### config.mk
export PLATFORM = sky130hd
export DESIGN_NAME = pdm_mod
export DESIGN_NICKNAME = d
export VERILOG_FILES = /design/src/rtl/pdm_pkg.sv /design/src/rtl/pdm_acc.sv /design/src/rtl/pdm_mod.sv
export SDC_FILE = /design/constraint.sdc
export NUM_CORES = 1
export LEC_CHECK = 0
export BUFFER_PORTS_ARGS = -buffer_cell sky130_fd_sc_hd__buf_4
export CORE_MARGIN = 4
export CORE_UTILIZATION = 65
export CTS_BUF_LIST = sky130_fd_sc_hd__clkbuf_4
export DETAILED_ROUTE_END_ITERATION = 7
export PLACE_DENSITY = 0.93
export RECOVER_POWER = 50
export SLEW_MARGIN = 20
export SYNTH_ARGS = -nofsm -noshare
export SYNTH_HDL_FRONTEND = slang
export SYNTH_SLANG_ARGS = --single-unit
### constraint.sdc
create_clock -name clk -period 4.65 [get_ports clk]
set_input_delay 0.465 -clock clk [delete_from_list [all_inputs] [get_ports clk]]
set_output_delay 0.465 -clock clk [all_outputs]
set_load 0.005 [all_outputs]
### src/rtl/pdm_pkg.sv
// pdm_pkg: shared types and helpers for the first-order PDM modulator.
//   pdm_state_t     : IDLE (waiting for the first sample) / RUN (modulating)
//   cnt_width()     : bit width of the frame counter for a given OSR
//   PDM_WIDTH_DEF   : default sample width
//   PDM_OSR_DEF     : default output bits per sample
package pdm_pkg;

    typedef enum logic {
        IDLE = 1'b0,
        RUN  = 1'b1
    } pdm_state_t;

    localparam int PDM_WIDTH_DEF = 8;
    localparam int PDM_OSR_DEF   = 16;

    function automatic int cnt_width(input int osr);
        return (osr > 1) ? $clog2(osr) : 1;
    endfunction

endpackage

### src/rtl/pdm_acc.sv
// pdm_acc: WIDTH-bit wrapping accumulator with combinational carry-out.
//   clk    : rising-edge clock
//   rst_n  : asynchronous active-low reset, clears acc
//   en     : acc advances by addend when high, holds when low
//   addend : value added each enabled cycle
//   acc    : accumulator residue
//   carry  : carry-out of acc + addend, i.e. the next pulse-density bit
module pdm_acc #(
    parameter int WIDTH = 8
) (
    input  logic             clk,
    input  logic             rst_n,
    input  logic             en,
    input  logic [WIDTH-1:0] addend,
    output logic [WIDTH-1:0] acc,
    output logic             carry
);

    logic [WIDTH:0] sum;

    assign sum   = {1'b0, acc} + {1'b0, addend};
    assign carry = sum[WIDTH];

    always_ff @(posedge clk or negedge rst_n) begin
        if (!rst_n)
            acc <= '0;
        else if (en)
            acc <= sum[WIDTH-1:0];
    end

endmodule

### src/rtl/pdm_mod.sv
// pdm_mod: first-order sigma-delta modulator, WIDTH-bit samples to a 1-bit stream.
//   clk        : rising-edge clock
//   rst_n      : asynchronous active-low reset
//   en         : clock enable for the modulator (pending slot still loads when low)
//   in_data    : unsigned sample
//   in_valid   : sample offered
//   in_ready   : pending slot empty
//   pdm_out    : registered pulse-density bit
//   frame_tick : one-cycle pulse after the last bit of a frame
//   underrun   : one-cycle pulse when a frame ended with no pending sample
module pdm_mod
    import pdm_pkg::*;
#(
    parameter int WIDTH = PDM_WIDTH_DEF,
    parameter int OSR   = PDM_OSR_DEF
) (
    input  logic             clk,
    input  logic             rst_n,
    input  logic             en,
    input  logic [WIDTH-1:0] in_data,
    input  logic             in_valid,
    output logic             in_ready,
    output logic             pdm_out,
    output logic             frame_tick,
    output logic             underrun
);

    localparam int CW = cnt_width(OSR);
    localparam logic [CW-1:0] LAST = CW'(OSR - 1);

    pdm_state_t       state, state_nxt;
    logic [WIDTH-1:0] pend, cur, acc;
    logic             pend_full, carry;
    logic [CW-1:0]    cnt;
    logic             run_en, frame_end, load, xfer;

    assign in_ready = !pend_full;

    // load only fires with pend_full set while xfer needs it clear, so the two never collide
    always_comb begin
        run_en    = en && (state == RUN);
        frame_end = run_en && (cnt == LAST);
        load      = pend_full && ((en && state == IDLE) || frame_end);
        xfer      = in_valid && in_ready;
        state_nxt = (state == IDLE && load) ? RUN : state;
    end

    pdm_acc #(.WIDTH(WIDTH)) u_acc (
        .clk    (clk),
        .rst_n  (rst_n),
        .en     (run_en),
        .addend (cur),
        .acc    (acc),
        .carry  (carry)
    );

    always_ff @(posedge clk or negedge rst_n) begin
        if (!rst_n)
            state <= IDLE;
        else
            state <= state_nxt;
    end

    always_ff @(posedge clk or negedge rst_n) begin
        if (!rst_n) begin
            pend       <= '0;
            pend_full  <= 1'b0;
            cur        <= '0;
            cnt        <= '0;
            pdm_out    <= 1'b0;
            frame_tick <= 1'b0;
            underrun   <= 1'b0;
        end else begin
            if (xfer) begin
                pend      <= in_data;
                pend_full <= 1'b1;
            end
            if (load) begin
                cur       <= pend;
                pend_full <= 1'b0;
            end
            if (frame_end || (load && state == IDLE))
                cnt <= '0;
            else if (run_en)
                cnt <= cnt + 1'b1;
            if (run_en)
                pdm_out <= carry;
            frame_tick <= frame_end;
            underrun   <= frame_end && !pend_full;
        end
    end

endmodule

# --- After elaboration in Yosys (flattened, before gate mapping) ---
# Index checks and enable logic that the tools add are counted.
# W data, S select, Z words.
classes:
  addsub: 2
  eq_ne: 1
  n_mux: 4
  bitwise_logic: 1
  n_reduce_logical: 12
ops:
  columns: ["cell", "count"]
  rows:
  - ["$add A8 B8 Y9", 1]
  - ["$mux W4", 2]
  - ["$logic_and A1 B1 Y1", 7]
  - ["$add A4 B1 Y4 const B", 1]
  - ["$eq A4 B4 Y1 const B", 1]
  - ["$reduce_bool A2 Y1", 2]
  - ["$logic_or A1 B1 Y1", 2]
  - ["$mux W1", 2]
  - ["$logic_not A1 Y1", 1]
  - ["$not A1 Y1", 1]
word_totals:
  register_bits: 33
  in_bits: 12
  out_inout_bits: 4
  wordCells: 29

# --- Depth between registers and ports, before layout ---
logic_depth:
  depth_word: 7
  mapped_depth: 6
  ltp_nobuf: 6

# --- Hierarchy ---
# A second synthesis with hierarchy kept.
unflattened:
  cells_unflattened: 142
  hier_area_um2: 1646.6
modules_own_cells:
  columns: ["module", "n_inst", "cells_per_inst", "area_each_um2", "seq_area_each_um2"]
  rows:
  - ["pdm_mod", 1, 69, 989.7, 625.6]
  - ["pdm_acc", 1, 73, 656.9, 200.2]

# --- Worst setup path after synthesis ---
# OpenSTA, ideal clock, no wires.
synth_path:
  path_kind: "flip-flop to flip-flop"
  from: "register cur[0]"
  to: "register u_acc.acc[6]"
  setup_time_ns: 0.083
  arrival_ns: 1.607
  t_required_ns: 4.567
  slack_ns: 2.960
  path_stages_with_launch: 7
  n_path_buf: 0
  synth_period_minus_slack_ns: 1.690
  path_cell_list: "dfrtp_1 -> ha_1 -> fa_1 -> a21oi_1 -> o2111ai_1 -> xnor2_1 -> o21ai_0"
synth_between:
  elab_chain_cells: 1
synth_rtl:
  columns: ["item", "line", "text"]
  rows:
  - ["start, declared", "pdm_mod.sv:32", "logic [WIDTH-1:0] pend, cur, acc;"]
  - ["start signal, assigned", "pdm_mod.sv:79", "cur <= pend;"]
  - ["$add A8 B8 Y9", "pdm_acc.sv:21", "assign sum = {1'b0, acc} + {1'b0, addend};"]
  - ["end signal, assigned", "pdm_acc.sv:28", "acc <= sum[WIDTH-1:0];"]
  - ["end, declared", "pdm_acc.sv:15", "output logic [WIDTH-1:0] acc,"]
# No other way between the ends.
# A chain may end at the register's enable or synchronous reset.

# --- Worst setup path after layout ---
# Same ends and word-level chain as after synthesis.

==> results_dict.tcl <==
set metrics [dict create \
    synthFlopType "dfrtp_1" \
    die_h_um 57.6 \
    cts-root-buf "clkbuf_4" \
    htreeDepth 2 \
    portBuffers 15 \
    status "finished with violations" \
    synth_edf_count 0 \
    tritoncts "yes" \
    viasPerCell 5.99 \
    p_per_area_nw_per_um2 663 \
    antenna_found_initial 0 \
    cts_made_buffers 5 \
    areaGrowthSynthToFinish_pct 10.7 \
    syn_avg_cell_area_um2 11.9 \
    drt-total-wl_mm 2.92 \
    grt_remaining_overflow 0 \
    syn_nets 156 \
    dieArea_um2 3320 \
    rsz0062_at_grt "false" \
    place_ws_ps 2780 \
    grt_pass1_vias 1140 \
    die_w_um 57.6 \
    cts.repair.resized 0 \
    fin_ws_ps 2730 \
    p_leak_uw 0.000815 \
    clk_pin_slew_ps 100 \
    final.min_clock_period_ps 1920 \
    finalSetupTns_ps 0 \
    maxCapViolCount 1 \
    worstSkewPairLatency_ps 320 \
    finalHoldViolCount 0 \
    tightestPinTransition_ps 1720 \
    grt_pass1_wl_mm 5.08 \
    drt-initial-drc-count 13 \
    rows 17 \
    vias 1085 \
    postCtsSetupBuffers 0 \
    setup_viol 0 \
    slew_headroom_pct -14.4 \
    ys_seq_area_share_pct 51.6 \
    fmax_mhz 521 \
    initial_core_util_pct 70.3 \
    ys_seq_elements 33 \
    async_flop_share_pct 100 \
    ant_nets 0 \
    post-route-period-util_pct 41.3 \
    drc 0 \
    synthCells 134 \
    drive_gt1_share_pct 26.8 \
    hold_buffers 0 \
    io_pins 16 \
    violations "capacitance limit, slew limit" \
    synth_cell_types 30 \
    yosys_warnings 0 \
    cts.sinks 33 \
    nNetsFinal 174 \
    grt_usage_pct 20.4 \
    place_congestion 0.789 \
    crit_arrival_ps 2170 \
    maxSlewViolCount 34 \
    cp-start-kind "register" \
    peakVddDrop_mv 0.539 \
    core_area_um2 2280 \
    wl_per_cell_um 16.1 \
    drtPass1Iterations 6 \
    critPathMaxFanout 3 \
    finalClockSkew_ps 5.71 \
    crit_path_end_kind "register" \
    dp_hpwl_mm 2.15 \
    grt_max_degree 34 \
    synth_area_um2 1600 \
    fin_util_pct 77.8 \
    required_ps 4900 \
    hp-class "input port to register" \
    critPathKind "register to register" \
    antenna_cells 0 \
    clock_path_buffers 2 \
]
==> flip-flops by register name, summed over array words and instances, names as in the netlist <==
signal / flops
pdm_out: 1
underrun: 1
cnt: 4
state: 1
u_acc.acc: 8
cur: 8
pend_full: 1
pend: 8
frame_tick: 1
==> power breakdown <==
group | internal (µW) | switching (µW)
combinational | 269 | 257
clock | 54.6 | 90.3
sequential | 415 | 88.8
total | 738 | 436
==> cell usage in the layout, fill, tap and decap left out <==
cell type,n
inv_1,4
o21bai_1,1
nand4_1,1
nor3_1,1
nand3_2,1
a21oi_4,1
buf_4,14
xor2_1,1
fa_1,1
o21ai_0,8
ha_1,9
and2_1,2
clkinv_1,2
o211ai_1,2
nor2_1,6
a22o_2,1
o2111ai_1,3
and3_1,1
dfrtp_1,33
a21o_1,1
xnor2_1,6
nand2b_1,1
clkbuf_1,1
clkinv_2,1
nand2_1,14
mux2_2,18
a211oi_1,2
clkbuf_4,5
nor2b_1,1
a32oi_1,1
a21oi_1,4
mux2i_1,3
nand3_1,3
==> synthesized netlist by cell type, types with 2 or more instances <==
library cell | n | area (µm²)
mux2i_1 | 3 | 30.0
buf_2 | 3 | 15.0
o2111ai_1 | 3 | 26.3
and2_1 | 2 | 12.5
o21ai_0 | 8 | 40.0
a211oi_1 | 2 | 15.0
mux2_2 | 18 | 203
ha_1 | 9 | 113
inv_1 | 4 | 15.0
dfrtp_1 | 33 | 826
nand3_1 | 3 | 15.0
nor2_1 | 6 | 22.5
xnor2_1 | 6 | 52.6
a21oi_1 | 4 | 20.0
o211ai_1 | 2 | 15.0
nand2_1 | 14 | 52.6
==> cell families (layout without fill, tap and decap cells) <==
group           Yosys count  in the layout  synth area share (%)
flops                    33             33                  51.6
buf+inv                   8             27                  2.35
xor+xnor                  7              7                  3.83
mux                      21             21                  14.6
compound gates           24             24                  10.4
simple gates             31             31                  8.92
fa+ha+maj                10             10                  8.29
==> layer usage <==
| layer | share of wire (%) | up-vias | global-route usage (%) |
|---|---|---|---|
| li1 | - | 513 | - |
| met1 | 45 | 535 | 25.2 |
| met2 | 47 | 25 | 31.1 |
| met3 | 3.7 | 12 | 6.33 |
| met4 | 3.6 | 0 | 12.6 |
| met5 | 0 | - | 0 |
==> per-stage QoR <==
step | instance area (µm²) | total power [µW] | instances | hold slack [ps]
after floorplan | 1600 | 892 | 134 | 169
after detailed placement | 1720 | 1030 | 173 | 430
after CTS | 1770 | 1180 | 181 | 74.3
after global routing | 1770 | 1270 | 181 | 342
final | 1770 | 1170 | 181 | 353
after global placement | 1720 | 976 | 173 | 421
==> critical path, stage by stage (launching register included) <==
cell and delay, ps:
dfrtp_1 400, ha_1 260, fa_1 430, a21oi_1 290, o2111ai_1 190, xnor2_1 140, o21ai_0 140
==> worst paths after layout <==
check                         start           end  slack [ps]  cells past startpoint
setup / recovery             cur[0]  u_acc.acc[6]        2730                      6
hold / removal             in_valid     pend_full         350                      3
setup reg to reg             cur[0]  u_acc.acc[6]        2730                      6
hold reg to reg             pdm_out       pdm_out         500                      2
max in group asynchronous     rst_n        cur[1]        3090                      1
min in group asynchronous     rst_n      underrun         570                      1
==> cell type report <==
type | instances | area (µm²)
fill | 124 | 505
clock buffer | 5 | 37.5
sequential | 33 | 826
clock inverter | 3 | 12.5
multi-input combinational | 93 | 736
tap | 28 | 35.0
inverter | 4 | 15.0
timing repair buffer | 15 | 109
(Power assumes the default switching activity.)
